$ cat src/rtl/pipeline_sequencer_pkg.sv
// ---------------------------------------------------------------------------
// pipeline_sequencer_pkg
//
// Shared definitions for the pipeline sequencer.  The state encoding is kept
// here so that the debug unit can decode o_state with the same names the
// sequencer uses internally, and so that both sides agree on the default
// number of drain cycles.
//
// Contents:
//   seq_state_e           - FSM state encoding, 3 bits wide
//   SEQ_STATE_BITS        - width of the encoded state (width of o_state)
//   DRAIN_CYCLES_DEFAULT  - cycles needed to retire a HALT from ID through WB
//   seqIsActive()         - true for the states in which the pipeline executes
//   seqIsCounting()       - true for the states that count toward o_cycles
// ---------------------------------------------------------------------------
package pipeline_sequencer_pkg;

   localparam int SEQ_STATE_BITS = 3;

   // A HALT sitting in ID still has to pass through EX, MEM and WB before
   // the program is fully retired, hence three cycles by default.
   localparam int DRAIN_CYCLES_DEFAULT = 3;

   // Explicit encodings: the debug unit decodes these values from o_state,
   // so they must never be renumbered silently.
   typedef enum logic [SEQ_STATE_BITS-1:0] {
      IDLE      = 3'd0,
      RUN       = 3'd1,
      STEP_WAIT = 3'd2,
      STEP      = 3'd3,
      DRAIN     = 3'd4,
      DONE      = 3'd5
   } seq_state_e;

   // RUN and STEP are the states in which instructions are fetched and the
   // hazard inputs are honoured.
   function automatic logic seqIsActive(input seq_state_e s);
      return (s == RUN) || (s == STEP);
   endfunction

   // The cycle counter tracks every cycle in which the pipeline moves,
   // which includes the autonomous drain after a HALT.
   function automatic logic seqIsCounting(input seq_state_e s);
      return (s == RUN) || (s == STEP) || (s == DRAIN);
   endfunction

endpackage : pipeline_sequencer_pkg

$ cat src/rtl/pipeline_sequencer_hazard.sv
// ---------------------------------------------------------------------------
// hazard_unit
//
// Purely combinational load-use hazard detector.  A load in EX whose
// destination register is read by the instruction in ID cannot forward its
// data in time, so the instruction in ID must wait one cycle.  Register 0 is
// hard-wired to zero and never creates a dependency.
//
// Ports:
//   ex_memread_i  - EX stage holds a load
//   ex_rt_i       - destination register of the load in EX
//   id_rs_i       - first source register of the instruction in ID
//   id_rt_i       - second source register of the instruction in ID
//   stall_o       - load-use hazard present this cycle
// ---------------------------------------------------------------------------
module hazard_unit #(
   parameter int RBITS = 5
) (
   input  logic             ex_memread_i,
   input  logic [RBITS-1:0] ex_rt_i,
   input  logic [RBITS-1:0] id_rs_i,
   input  logic [RBITS-1:0] id_rt_i,
   output logic             stall_o
);

   logic rsMatch;
   logic rtMatch;
   logic destNonZero;

   // Compare the load destination against both ID sources; a write to the
   // zero register is discarded by the register file, so it cannot hazard.
   always_comb begin
      rsMatch     = (ex_rt_i == id_rs_i);
      rtMatch     = (ex_rt_i == id_rt_i);
      destNonZero = (ex_rt_i != '0);
      stall_o     = ex_memread_i && destNonZero && (rsMatch || rtMatch);
   end

endmodule : hazard_unit

$ cat src/rtl/pipeline_sequencer.sv
// ---------------------------------------------------------------------------
// pipeline_sequencer
//
// Run-control sequencer for a five-stage pipeline.  It starts the pipeline in
// continuous or single-step mode, turns load-use hazards into a stall plus an
// ID/EX bubble, turns taken branches into an IF/ID bubble, and on a HALT
// drains the instructions already in flight before reporting completion.
//
// Parameters:
//   NBITS         - width of the active-cycle counter
//   RBITS         - width of a register name
//   DRAIN_CYCLES  - cycles needed to retire a HALT from ID through WB
//
// Ports:
//   i_clk, i_rst        - clock, synchronous active-high reset
//   i_start             - start request (rising edge), i_step_mode sampled
//                         with it: 0 = continuous, 1 = single-step
//   i_step              - step request (rising edge)
//   i_halt              - HALT decoded in ID
//   i_branch_taken      - branch/jump resolved taken in ID
//   i_ID_rs, i_ID_rt    - source registers in ID
//   i_EX_rt             - load destination in EX
//   i_EX_memread        - EX holds a load
//   o_pc_en .. o_memwb_en     - per-stage register write enables
//   o_ifid_flush, o_idex_flush - bubble insertion into IF/ID and ID/EX
//   o_done              - program retired (registered)
//   o_state             - current FSM state (registered)
//   o_cycles            - active-cycle count (registered, wraps)
// ---------------------------------------------------------------------------
module pipeline_sequencer
   import pipeline_sequencer_pkg::*;
#(
   parameter int NBITS        = 32,
   parameter int RBITS        = 5,
   parameter int DRAIN_CYCLES = DRAIN_CYCLES_DEFAULT
) (
   input  logic                      i_clk,
   input  logic                      i_rst,
   input  logic                      i_start,
   input  logic                      i_step_mode,
   input  logic                      i_step,
   input  logic                      i_halt,
   input  logic                      i_branch_taken,
   input  logic [RBITS-1:0]          i_ID_rs,
   input  logic [RBITS-1:0]          i_ID_rt,
   input  logic [RBITS-1:0]          i_EX_rt,
   input  logic                      i_EX_memread,
   output logic                      o_pc_en,
   output logic                      o_ifid_en,
   output logic                      o_idex_en,
   output logic                      o_exmem_en,
   output logic                      o_memwb_en,
   output logic                      o_ifid_flush,
   output logic                      o_idex_flush,
   output logic                      o_done,
   output logic [SEQ_STATE_BITS-1:0] o_state,
   output logic [NBITS-1:0]          o_cycles
);

   // The drain counter must be able to hold DRAIN_CYCLES itself.
   localparam int CNT_W = (DRAIN_CYCLES < 1) ? 1 : $clog2(DRAIN_CYCLES + 1);
   localparam logic [CNT_W-1:0] DRAIN_LOAD = CNT_W'(DRAIN_CYCLES);

   seq_state_e       state_q,    state_d;
   logic [CNT_W-1:0] drainCnt_q, drainCnt_d;
   logic [NBITS-1:0] cycles_q,   cycles_d;
   logic             done_q,     done_d;
   logic             startPrev_q;
   logic             stepPrev_q;

   logic startEdge;
   logic stepEdge;
   logic stall;
   logic active;

   // Load-use detection lives in its own unit so it can be reused by the
   // forwarding logic later without dragging the FSM along.
   hazard_unit #(
      .RBITS (RBITS)
   ) u_hazard (
      .ex_memread_i (i_EX_memread),
      .ex_rt_i      (i_EX_rt),
      .id_rs_i      (i_ID_rs),
      .id_rt_i      (i_ID_rt),
      .stall_o      (stall)
   );

   // Edge detection against last cycle's input: a button held high for many
   // cycles only produces a single request.
   always_comb begin
      startEdge = i_start & ~startPrev_q;
      stepEdge  = i_step  & ~stepPrev_q;
      active    = seqIsActive(state_q);
   end

   // Next-state and output logic.  Stage enables and flushes react to the
   // hazard inputs in the same cycle; everything the outside world reads as
   // status (done, state, cycle count) comes from registers.
   always_comb begin
      state_d      = state_q;
      drainCnt_d   = drainCnt_q;
      cycles_d     = cycles_q;
      done_d       = done_q;
      o_pc_en      = 1'b0;
      o_ifid_en    = 1'b0;
      o_idex_en    = 1'b0;
      o_exmem_en   = 1'b0;
      o_memwb_en   = 1'b0;
      o_ifid_flush = 1'b0;
      o_idex_flush = 1'b0;

      case (state_q)
         IDLE: begin
            if (startEdge) begin
               state_d = i_step_mode ? STEP_WAIT : RUN;
            end
         end

         STEP_WAIT: begin
            if (stepEdge) begin
               state_d = STEP;
            end
         end

         RUN, STEP: begin
            o_pc_en    = 1'b1;
            o_ifid_en  = 1'b1;
            o_idex_en  = 1'b1;
            o_exmem_en = 1'b1;
            o_memwb_en = 1'b1;
            if (stall) begin
               // Hold PC and IF/ID, push a bubble into EX.  A branch or HALT
               // in ID is re-examined next cycle once the load has moved on.
               o_pc_en      = 1'b0;
               o_ifid_en    = 1'b0;
               o_idex_flush = 1'b1;
            end else begin
               if (i_branch_taken) begin
                  o_ifid_flush = 1'b1;
               end
               if (i_halt) begin
                  // Stop fetching; the HALT itself moves on into ID/EX.
                  o_pc_en   = 1'b0;
                  o_ifid_en = 1'b0;
               end
            end

            if (!stall && i_halt) begin
               state_d    = DRAIN;
               drainCnt_d = DRAIN_LOAD;
            end else if (state_q == STEP) begin
               state_d = STEP_WAIT;
            end
         end

         DRAIN: begin
            // Fetch stays frozen and ID/EX only receives bubbles, while the
            // back end keeps retiring what is already in flight.
            o_idex_en    = 1'b1;
            o_exmem_en   = 1'b1;
            o_memwb_en   = 1'b1;
            o_idex_flush = 1'b1;
            if (drainCnt_q <= CNT_W'(1)) begin
               state_d    = DONE;
               drainCnt_d = '0;
            end else begin
               drainCnt_d = drainCnt_q - CNT_W'(1);
            end
         end

         DONE: begin
            state_d = DONE;
         end

         default: begin
            state_d = IDLE;
         end
      endcase

      if (seqIsCounting(state_q)) begin
         cycles_d = cycles_q + NBITS'(1);
      end

      done_d = (state_d == DONE);

      // Reset must freeze the pipeline immediately, not a cycle later.
      if (i_rst) begin
         o_pc_en      = 1'b0;
         o_ifid_en    = 1'b0;
         o_idex_en    = 1'b0;
         o_exmem_en   = 1'b0;
         o_memwb_en   = 1'b0;
         o_ifid_flush = 1'b0;
         o_idex_flush = 1'b0;
      end
   end

   // State, counters and edge-detect history.  Reset wins from any state,
   // including part-way through a drain or a single step.
   always_ff @(posedge i_clk) begin
      if (i_rst) begin
         state_q     <= IDLE;
         drainCnt_q  <= '0;
         cycles_q    <= '0;
         done_q      <= 1'b0;
         startPrev_q <= 1'b0;
         stepPrev_q  <= 1'b0;
      end else begin
         state_q     <= state_d;
         drainCnt_q  <= drainCnt_d;
         cycles_q    <= cycles_d;
         done_q      <= done_d;
         startPrev_q <= i_start;
         stepPrev_q  <= i_step;
      end
   end

   always_comb begin
      o_state  = state_q;
      o_done   = done_q;
      o_cycles = cycles_q;
   end

endmodule : pipeline_sequencer
$ cat config.mk
export PLATFORM = sky130hd
export DESIGN_NAME = pipeline_sequencer
export DESIGN_NICKNAME = d
export VERILOG_FILES = /design/src/rtl/pipeline_sequencer_pkg.sv /design/src/rtl/pipeline_sequencer_hazard.sv /design/src/rtl/pipeline_sequencer.sv
export SDC_FILE = /design/constraint.sdc
export NUM_CORES = 1
export LEC_CHECK = 0
export CORE_ASPECT_RATIO = 1.25
export CORE_MARGIN = 2
export CORE_UTILIZATION = 50
export CTS_CLUSTER_SIZE = 24
export DETAILED_ROUTE_END_ITERATION = 7
export PLACE_DENSITY = 0.95
export SETUP_SLACK_MARGIN = 0.02
export SYNTH_ARGS = -nofsm -noshare
export SYNTH_HDL_FRONTEND = slang
export SYNTH_SLANG_ARGS = --single-unit
$ cat constraint.sdc
create_clock -name i_clk -period 3.2 [get_ports i_clk]
set_input_delay 0.48 -clock i_clk [delete_from_list [all_inputs] [get_ports i_clk]]
set_output_delay 0.48 -clock i_clk [all_outputs]
set_load 0.02 [all_outputs]
==> results_dict.tcl <==
set metrics [dict create \
    maxSlewViolCount 0 \
    synthSimpleGateAreaFrac 0.321 \
    die_w_um 61.6 \
    clk_pin_slew_ns 0.07 \
    num_io_pins 66 \
    netlist.area_leader.share 0.387 \
    cp.required_ns 2.72 \
    htree_levels 2 \
    clock_latency_ns 0.30 \
    tns_ns 0 \
    synth_async_sr_flop_share 0 \
    drc_errors 0 \
    syn-num-nets 270 \
    leakagePower_nw 0.971 \
    root_buffer "clkbuf_8" \
    overflow 0 \
    drt_wl_total_um 5420 \
    synthTopCellsByCount "dfxtp_1 (40), nor2_1 (38), nand2_1 (20), xor2_1 (18), xnor2_1 (17)" \
    drive_above_1_share 0.0641 \
    cts_buffers 5 \
    rsz0062_at_grt "no" \
    synth_edf_count 0 \
    period_share 0.968 \
    ant_nets 0 \
    worst_slew_pin_slew_ns 0.704 \
    seq_area_frac_synth 0.387 \
    synth_area_um2 2070 \
    post_synth.cell_area_avg_um2 8.42 \
    crit_fanout 7 \
    first_pass_iters 4 \
    critical_path_arrival_ns 2.62 \
    cts_buffer_depth 2 \
    grt_pass1_vias 1988 \
    gp_congestion 0.839 \
    critical_path_class "input port to primary output" \
    synth_xor_area_frac 0.148 \
    core_area_um2 4030 \
    min_period_ns 3.10 \
    via_count 2028 \
    diodes 0 \
    rows 26 \
    ys_types 38 \
    synth_flop_cell "dfxtp_1" \
    synth_compound_area_frac 0.0870 \
    end_kind "primary output" \
    dp_cells 360 \
    maxCapViolCount 0 \
    fill_cells 331 \
    yosys.area_share.adder 0.00604 \
    power_density_nw_per_um2 348 \
    fmax_ghz 0.323 \
    netlist_instances 246 \
    ys_warn_count 0 \
    hold_violations 0 \
    synth_top_family_by_area "simple AND/OR/NAND/NOR gates" \
    finalPower_uw 993 \
    status "finished clean" \
    yosysMostFrequentCell "dfxtp_1" \
    muxShareOfSynthArea 0.0163 \
    finClkSkew_ns 0.00406 \
    fin_area_um2 2850 \
    dieArea_um2 4680 \
    placed_cell_area_um2 2760 \
    cts_tree "done" \
    area_growth_pct 37.7 \
    synth_top_area_cell "dfxtp_1" \
    synth_seq_cells 40 \
    drtIter0Drc 53 \
    final_nets 335 \
    clock_sinks 40 \
    port_buffers 65 \
    setup_violations 0 \
    start_util 0.513 \
    grt_pass1_wl_um 8540 \
    ctsHoldBuffers 0 \
    vdd_ir_drop_max_mv 0.212 \
    stdcell_count 368 \
    cp-start-kind "input port" \
    via_per_inst 5.51 \
    grtUsageTotal 0.236 \
    dp_hpwl_um 3880 \
    relSlewSlack 0.527 \
    grt_antenna_before_repair 0 \
    wire_per_inst_um 14.7 \
    synth_area_leaders "dfxtp_1 (39%), xor2_1 (7.6%), xnor2_1 (7.2%)" \
    die_h_um 76.0 \
    grt_max_degree 38 \
    hold_class "flop to flop" \
]
-- final cells by class --
cell class                      instances  area, um^2  share of cell area
Multi-Input combinational cell        192        1200               0.420
Sequential cell                        40         801               0.281
Clock buffer                            8        90.1              0.0316
Timing Repair Buffer                   69         681               0.239
Tap cell                               56        70.1              0.0246
Inverter                                3        11.3             0.00395
-- worst max-delay path: stages --
cell and delay, ns:
clkdlybuf4s50_1 0.48, or4_1 0.51, o21ai_0 0.18, a21oi_1 0.09, buf_4 0.17, nor2_1 0.10
clkdlybuf4s50_1 0.61
-- timing repair --
item | in CTS | in global routing
setup buffers | 0 | 0
setup endpoints to repair | 2 | 1
pin swaps | 0 | 0
gates resized for setup | 2 | 1
-- flip-flops by register name, summed over array words and instances (netlist names) --
signal and flops:
o_state 3, o_cycles 32, stepPrev_q 1, drainCnt_q 2, o_done 1, startPrev_q 1
-- layer usage --
layer	vias up	track usage	share of wire
li1	986	-	-
met1	967	0.248	0.40
met2	70	0.419	0.51
met3	5	0.0614	0.078
met4	0	0.102	0.015
met5	-	0	0
-- cells in the final DEF, fill, tap and decap left out, types with 6 or more instances in the layout --
| master | synthesis | routed |
|---|---|---|
| clkdlybuf4s50_1 | 0 | 62 |
| dfxtp_1 | 40 | 40 |
| nor2_1 | 38 | 38 |
| nand2_1 | 20 | 20 |
| xor2_1 | 18 | 18 |
| xnor2_1 | 17 | 17 |
| nand3_1 | 14 | 14 |
| nand4_1 | 12 | 12 |
| nor3_1 | 11 | 11 |
| nor2b_1 | 7 | 7 |
| o21ai_0 | 6 | 6 |
| clkbuf_8 | 0 | 6 |
-- power by group --
part           internal, mW  total, mW  leakage, nW  switching [mW]
Combinational        0.0659      0.128        0.602          0.0618
Clock                 0.176      0.348       0.0455           0.172
Sequential            0.506      0.517        0.323          0.0104
-- worst paths after layout --
kind,startpoint,endpoint,slack (ns),depth (start not counted)
setup reg to reg,o_state[2]$_SDFF_PP0_,o_cycles[26]$_SDFFE_PP0N_,1.05,5
hold reg to reg,o_cycles[1]$_SDFFE_PP0N_,o_cycles[1]$_SDFFE_PP0N_,0.51,2
hold / removal,o_cycles[1]$_SDFFE_PP0N_,o_cycles[1]$_SDFFE_PP0N_,0.51,2
setup / recovery,i_EX_rt[2],o_ifid_flush,0.10,7
-- metrics by stage --
| step | setup WS, ns | utilization | hold WS (ns) |
|---|---|---|---|
| final | 0.102 | 0.707 | 0.505 |
| after global routing | 0.0284 | 0.707 | 0.555 |
| after CTS | 0.0964 | 0.706 | 0.506 |
| after detailed placement | -0.0164 | 0.685 | 0.495 |
| after global placement | 0.0907 | 0.685 | 0.487 |
| after floorplan | 0.419 | - | 0.477 |
-- logic make-up after synthesis --
family / count (synthesis)
buffers and inverters: 14
adders and majority gates: 1
xor gates and xnor gates: 35
and+or+nand+nor: 130
muxes: 3
AOI/OAI and AO/OA: 23
DFF: 40
Note: power is estimated with default switching activity, not from simulation.
